## config.mk

```make
export PLATFORM = sky130hd
export DESIGN_NAME = instr_encoder
export DESIGN_NICKNAME = d
export VERILOG_FILES = /design/src/rtl/instr_encoder.sv
export SDC_FILE = /design/constraint.sdc
export NUM_CORES = 1
export LEC_CHECK = 0
export ABC_CLOCK_PERIOD_IN_PS = 6600
export BUFFER_PORTS_ARGS = -buffer_cell sky130_fd_sc_hd__clkbuf_2
export CORE_MARGIN = 2
export CORE_UTILIZATION = 58
export DETAILED_ROUTE_END_ITERATION = 8
export GPL_TIMING_DRIVEN = 0
export PLACE_DENSITY = 0.86
export SLEW_MARGIN = 10
export SYNTH_ARGS = -nofsm -noshare
export SYNTH_HDL_FRONTEND = slang
export SYNTH_SLANG_ARGS = --single-unit
```

## constraint.sdc

```tcl
create_clock -name Clk -period 6.6 [get_ports Clk]
set_input_delay 0.33 -clock Clk [delete_from_list [all_inputs] [get_ports Clk]]
set_output_delay 0.33 -clock Clk [all_outputs]
set_load 0.01 [all_outputs]
```

## src/rtl/instr_encoder.sv

```systemverilog
// Streaming MIPS instruction encoder: packs mnemonic + operand fields into
// 32-bit machine words and emits them, with sequential byte addresses,
// through a 2-entry in-order output buffer.
module instr_encoder #(
  parameter int ADDR_W = 8,
  parameter int BASE   = 0
) (
  input  logic              Clk,
  input  logic              Clrn,
  input  logic              Start,
  input  logic              InValid,
  output logic              InReady,
  input  logic [4:0]        Mnem,
  input  logic [4:0]        Rs,
  input  logic [4:0]        Rt,
  input  logic [4:0]        Rd,
  input  logic [4:0]        Sa,
  input  logic [15:0]       Imm,
  input  logic [25:0]       Target,
  input  logic              Last,
  output logic              OutValid,
  input  logic              OutReady,
  output logic [31:0]       Instr,
  output logic [ADDR_W-1:0] Addr,
  output logic              Err,
  output logic              Done
);

  typedef enum logic [1:0] {
    S_IDLE  = 2'd0,
    S_RUN   = 2'd1,
    S_FLUSH = 2'd2,
    S_DONE  = 2'd3
  } state_t;

  localparam logic [ADDR_W-1:0] L_BASE = ADDR_W'(BASE);
  localparam logic [ADDR_W-3:0] L_ONE  = (ADDR_W-2)'(1);

  state_t            r_state;
  logic [1:0]        r_count;
  logic              r_rd_ptr;
  logic              r_wr_ptr;
  logic [31:0]       r_buf_instr [2];
  logic [ADDR_W-1:0] r_buf_addr  [2];
  // Word counter: number of legal words pushed since Start. Because the
  // buffer is in-order, it equals the popped count whenever the buffer is
  // empty, so it doubles as the emitted-address counter.
  logic [ADDR_W-3:0] r_wr_cnt;
  logic              r_err;

  logic              w_legal;
  logic [31:0]       w_word;
  logic [32:0]       w_enc;
  logic              w_in_ready;
  logic              w_accept;
  logic              w_push;
  logic              w_pop;
  logic              w_nonempty;
  logic [ADDR_W-1:0] w_push_addr;

  // Returns {legal, word}; illegal mnemonics return legal=0 and a zero word.
  function automatic logic [32:0] encode(
    input logic [4:0]  mnem,
    input logic [4:0]  rs,
    input logic [4:0]  rt,
    input logic [4:0]  rd,
    input logic [4:0]  sa,
    input logic [15:0] imm,
    input logic [25:0] target
  );
    logic        legal;
    logic [31:0] word;
    legal = 1'b1;
    word  = 32'h0000_0000;
    case (mnem)
      5'd0:  word = {6'b000000, rs, rt, rd, 5'd0, 6'b100000};   // add
      5'd1:  word = {6'b000000, rs, rt, rd, 5'd0, 6'b100010};   // sub
      5'd2:  word = {6'b000000, rs, rt, rd, 5'd0, 6'b100100};   // and
      5'd3:  word = {6'b000000, rs, rt, rd, 5'd0, 6'b100101};   // or
      5'd4:  word = {6'b000000, rs, rt, rd, 5'd0, 6'b100110};   // xor
      5'd5:  word = {6'b000000, 5'd0, rt, rd, sa, 6'b000000};   // sll
      5'd6:  word = {6'b000000, 5'd0, rt, rd, sa, 6'b000010};   // srl
      5'd7:  word = {6'b000000, 5'd0, rt, rd, sa, 6'b000011};   // sra
      5'd8:  word = {6'b000000, rs, 15'd0, 6'b001000};          // jr
      5'd9:  word = {6'b001000, rs, rt, imm};                   // addi
      5'd10: word = {6'b001100, rs, rt, imm};                   // andi
      5'd11: word = {6'b001101, rs, rt, imm};                   // ori
      5'd12: word = {6'b001110, rs, rt, imm};                   // xori
      5'd13: word = {6'b100011, rs, rt, imm};                   // lw
      5'd14: word = {6'b101011, rs, rt, imm};                   // sw
      5'd15: word = {6'b000100, rs, rt, imm};                   // beq
      5'd16: word = {6'b000101, rs, rt, imm};                   // bne
      5'd17: word = {6'b001111, 5'd0, rt, imm};                 // lui
      5'd18: word = {6'b000010, target};                        // j
      5'd19: word = {6'b000011, target};                        // jal
      default: begin
        legal = 1'b0;
        word  = 32'h0000_0000;
      end
    endcase
    return {legal, word};
  endfunction

  assign w_enc       = encode(Mnem, Rs, Rt, Rd, Sa, Imm, Target);
  assign w_legal     = w_enc[32];
  assign w_word      = w_enc[31:0];

  // Ready depends only on registered state/count, never on OutReady.
  assign w_in_ready  = (r_state == S_RUN) && (r_count != 2'd2);
  assign w_accept    = InValid && w_in_ready;
  assign w_push      = w_accept && w_legal;
  assign w_nonempty  = (r_count != 2'd0);
  assign w_pop       = w_nonempty && OutReady;
  assign w_push_addr = L_BASE + {r_wr_cnt, 2'b00};

  assign InReady  = w_in_ready;
  assign OutValid = w_nonempty;
  assign Instr    = w_nonempty ? r_buf_instr[r_rd_ptr] : 32'h0000_0000;
  assign Addr     = w_nonempty ? r_buf_addr[r_rd_ptr]  : w_push_addr;
  assign Err      = r_err;
  assign Done     = (r_state == S_DONE);

  // Control FSM, output buffer, word counter and sticky error flag.
  always_ff @(posedge Clk) begin
    if (!Clrn) begin
      r_state        <= S_IDLE;
      r_count        <= 2'd0;
      r_rd_ptr       <= 1'b0;
      r_wr_ptr       <= 1'b0;
      r_buf_instr[0] <= 32'h0000_0000;
      r_buf_instr[1] <= 32'h0000_0000;
      r_buf_addr[0]  <= '0;
      r_buf_addr[1]  <= '0;
      r_wr_cnt       <= '0;
      r_err          <= 1'b0;
    end else begin
      if (w_push) begin
        r_buf_instr[r_wr_ptr] <= w_word;
        r_buf_addr[r_wr_ptr]  <= w_push_addr;
        r_wr_ptr              <= ~r_wr_ptr;
        r_wr_cnt              <= r_wr_cnt + L_ONE;
      end
      if (w_pop) begin
        r_rd_ptr <= ~r_rd_ptr;
      end
      case ({w_push, w_pop})
        2'b10:   r_count <= r_count + 2'd1;
        2'b01:   r_count <= r_count - 2'd1;
        default: r_count <= r_count;
      endcase
      if (w_accept && !w_legal) begin
        r_err <= 1'b1;
      end

      case (r_state)
        S_IDLE: begin
          if (Start) begin
            r_state  <= S_RUN;
            r_err    <= 1'b0;
            r_wr_cnt <= '0;
          end
        end
        S_RUN: begin
          if (w_accept && Last) begin
            r_state <= S_FLUSH;
          end
        end
        S_FLUSH: begin
          if (r_count == 2'd0) begin
            r_state <= S_DONE;
          end
        end
        S_DONE: begin
          if (Start) begin
            r_state  <= S_RUN;
            r_err    <= 1'b0;
            r_wr_cnt <= '0;
          end
        end
        default: r_state <= S_IDLE;
      endcase
    end
  end

endmodule

```

==> Word level (Yosys, flattened, before mapping) <==
Memory sizes are Yosys's and may differ from the RTL's. A register that Yosys moved wholly into a read port is not among the register bits.
Index checks and enable logic that the tools add are counted.
{ "totals": {"regBits": 13, "ram_bits": 76, "in_bits": 73, "out_inout_bits": 44, "elab_cells": 87, "mem_count": 2} }
{ "memory_table": {"columns": ["name", "words", "word_bits", "read_ports", "rd_ports_with_merged_regs", "wr", "line", "text"], "rows": [
  ["r_buf_instr", 2, 32, 1, 1, 2, "43", "logic [31:0] r_buf_instr [2];"],
  ["r_buf_addr", 2, 6, 1, 1, 2, "44", "logic [ADDR_W-1:0] r_buf_addr [2];"]
]} }
{ "op_classes": {"addsub": 3, "eq_ne": 28, "mux": 29, "n_bitwise": 2, "reduce_logical": 17} }
{ "op_table": {"columns": ["operator", "n"], "rows": [
  ["$pmux 32 s20", 1],
  ["$mux 32", 2],
  ["$eq 5x4->1 const B", 8],
  ["$reduce_or 32->1", 1],
  ["$mux 6", 4],
  ["$eq 5x3->1 const B", 4],
  ["$eq 5x5->1 const B", 4],
  ["$reduce_or 20->1", 1],
  ["$mux 1", 16],
  ["$eq 5x2->1 const B", 2],
  ["$mux 8", 1],
  ["$add 6x1->6 const B", 1],
  ["$eq 2x2->1 const B", 3],
  ["$logic_and 1x1->1", 6],
  ["$mux 2", 3],
  ["$pmux 2 s3", 1],
  ["$reduce_or 6->1", 1],
  ["$eq 5x1->1 const B", 1],
  ["$logic_not 5->1", 1],
  ["$eq 2x1->1 const B", 2],
  ["$logic_not 2->1", 2],
  ["$ne 2x1->1 const B", 2],
  ["$ne 2x2->1 const B", 2],
  ["$pmux 2 s2", 1],
  ["other kinds (7)", 9]
]} }

==> Longest topological paths before layout <==
{ "depth": {"depth_word": 9, "depth_mapped": 9, "depth_no_buf": 9} }

==> Least setup slack after synthesis <==
OpenSTA, ideal clock, no wires.
{ "synth_path": {"kind": "register -> register", "start": "reg r_state[0]", "end": "mem r_buf_addr[0][0] in the netlist's numbering (enable)", "setup_time_ns": 0.483, "t_arrival_ns": 3.729, "required_ns": 6.117, "slack_ns": 2.389, "path_stages_with_launch": 6, "path_buffers": 0, "synth_period_minus_slack_ns": 4.211, "path_cell_list": "dfxtp_1 > ha_1 > nand2_1 > nor3_4 > inv_2 > o21ai_0"} }
{ "synth_rtl": {"columns": ["item", "line", "text"], "rows": [
  ["start: declaration", "39", "state_t r_state;"],
  ["start signal: assignment", "126", "r_state <= S_IDLE;"],
  ["start signal: assignment", "158", "r_state <= S_RUN;"],
  ["start signal: assignment", "165", "r_state <= S_FLUSH;"],
  ["end: declaration", "44", null]
]} }

==> results.json <==
{
  "vdd_drop_max_mv": 0.2171,
  "fin_tns_setup_ns": 0,
  "root_buffer": "clkbuf_8",
  "hold_viol": 0,
  "wire_per_inst_um": 16.56,
  "synth_compound_area_share_pct": 9.989,
  "vias": 3755,
  "cts_hold_buf": 0,
  "die-area_um2": 8654,
  "slew_viol_final": 0,
  "die_x_um": 93.03,
  "tightest_slew_ns": 1.052,
  "min_from": "InValid",
  "syn_area_per_cell_um2": 10.87,
  "critPathLaunch": "r_state[0]",
  "ant_nets": 0,
  "synth_top_family_by_area": "simple AND/OR/NAND/NOR gates",
  "rr_startpoint": "r_state[0]",
  "hold_ws_ns": 0.2549,
  "fin_worst_skew_ns": 0.009495,
  "fp-row-count": 32,
  "synth_edf_count": 74,
  "cts_buffer_depth": 2,
  "grt_max_degree": 25,
  "synth_area_um2": 4597,
  "worstHoldPathType": "in2reg",
  "drive_gt1_share_pct": 27.57,
  "syn_inst": 423,
  "critPathArrivalTime_ns": 2.98,
  "post-route-period-util_pct": 44.05,
  "numPortBuffers": 112,
  "areaGrowthSynthToFinish_pct": 21.18,
  "multi_input_area_um2": 1947,
  "ys_seq_area_share_pct": 54.44,
  "fin_cells": 657,
  "synth_xor_area_share_pct": 1.905,
  "diodes": 0,
  "status": "finished, final reports clean",
  "synthMuxAreaShare_pct": 8.057,
  "crit_path_end_kind": "register",
  "post_drt_via_cell_ratio": 5.715,
  "finalSetupViolCount": 0,
  "wirelength_um": 10880,
  "cts_tree": "built",
  "leakagePower_nw": 2.215,
  "grt_pass1_vias": 3638,
  "worstSkewPairLatency_ns": 0.36,
  "cap_violations": 0,
  "numCtsBuffers": 9,
  "layout.nets": 629,
  "postCtsSetupBuffers": 0,
  "cts_resized": 0,
  "criticalPathCategory": "reg2reg",
  "rsz0062_at_grt": "false",
  "layout_common_cells": "112 x clkbuf_2, 81 x nor2_1, 74 x edfxtp_1, 44 x and2_1, 37 x mux2i_1",
  "dp_slack_ns": 3.712,
  "grt_antenna_before_repair": 0,
  "die_h_um": 93.03,
  "slew_headroom_pct": 29.20,
  "drt_iter0_drc": 235,
  "htree_levels": 3,
  "core_um2": 7687,
  "grt_pass1_wl_um": 17080,
  "final_common_cell": "clkbuf_2",
  "cts_num_sinks": 88,
  "yosys_most_used_dff": "edfxtp_1",
  "seq_area_um2": 2502,
  "fmax_mhz": 344.0,
  "start_util_pct": 59.80,
  "p_per_area_nw_per_um2": 282.2,
  "clkSlewWorstSetupHoldPaths_ns": 0.09,
  "fill_cells": 565,
  "io_pins": 117,
  "dpl.cell_count": 641,
  "post_dp_cell_area_um2": 5361,
  "required_ns": 6.67,
  "drcViolationCount": 0,
  "gr-total-overflow": 0,
  "dp.final_hpwl_um": 7761,
  "startpoint_type": "register",
  "synth_cell_type_count": 57,
  "synthArstFlopShare_pct": 0,
  "worst_slack_ns": 3.693,
  "yosys.area_share.simple_pct": 20.22,
  "critical_path.max_fanout": 24,
  "yosys.area_share.adder_pct": 1.633,
  "drtPass1Iterations": 4,
  "stdcell_area_um2": 5570,
  "yosys_warnings": 0,
  "place.gp.congestion": 0.8885,
  "fin_crit_ns": 2.907,
  "ys_ff_latch": 88,
  "grt_use_total_pct": 25.78
}
## metal layers
| metal | vias up | global-route usage (%) | wire length, µm |
|---|---|---|---|
| met5 | - | 0 | 0 |
| met4 | 0 | 8.824 | 98 |
| met3 | 9 | 5.318 | 948 |
| met2 | 184 | 44.32 | 5458 |
| met1 | 1789 | 32.63 | 4371 |
| li1 | 1773 | - | - |
## worst max-delay path: stages (launching register included)
cell      delay (ns)
dfxtp_1         0.41
ha_1            0.22
nand2_1         0.15
nor3_4          0.34
nand3_1         0.43
clkbuf_1        0.39
nand2_2         0.44
buf_16          0.24
## where the power goes
| group | switching [W] | internal, W |
|---|---|---|
| Sequential | 0.0000286 | 0.000655 |
| Clock | 0.000208 | 0.000183 |
| Combinational | 0.000306 | 0.000192 |
## flip-flops by register name, indices dropped and copies added, names as in the netlist, named ones only
| signal | flops |
|---|---|
| r_wr_ptr | 1 |
| Err | 1 |
| r_buf_addr | 12 |
| r_buf_instr | 62 |
| r_wr_cnt | 6 |
| r_state | 2 |
| r_count | 2 |
| r_rd_ptr | 1 |
## per-stage QoR
stage	total power, W	util [%]
5_1_grt	0.001648	72.46
2_1_floorplan	0.001009	-
3_5_place_dp	0.001192	69.74
3_3_place_gp	0.001168	68.85
6_report	0.001572	72.46
4_1_cts	0.001575	72.46
## synthesized netlist by cell type, types with 4 or more instances
library cell	instances	area [µm²]
a21oi_1	6	30.03
dfxtp_1	14	280.3
mux2i_1	37	370.4
a31oi_1	5	31.28
a221o_1	5	50.05
nor2b_1	4	25.02
nand2b_1	5	31.28
a22oi_1	5	37.54
a22o_1	6	52.55
edfxtp_1	74	2222
nand3_1	5	25.02
nor2_1	81	304.0
ha_1	6	75.07
and2_1	44	275.3
xnor2_1	7	61.31
buf_2	9	45.04
inv_1	7	26.28
nand2_1	20	75.07
a222oi_1	6	60.06
o21ai_0	12	60.06
clkbuf_1	13	48.80
## cells by family after synthesis
group,count (synthesis)
simple gates,184
flops,88
compound gates,60
mux,37
buf+inv,37
xor+xnor,10
fa+ha+maj,6
other cells,1
## area by class of cell
class                   count  area share (%)
clock inverters             7           1.527
clock buffers               9           2.224
repair buffers            114           11.05
plain buffers              29           2.493
inverters                   8          0.5391
flip-flops and latches     88           44.92
well taps                 102           2.291
multi-input cells         300           34.95
## final timing paths
kind	end	slack, ns	cells after the start
worst max register to register	r_buf_instr[1][4]	3.69	7
worst min register to register	Err	0.50	2
worst min-delay path	Err	0.25	3
worst max-delay path	r_buf_instr[1][4]	3.69	7
No activity file was read; power rests on OpenSTA's default activity.
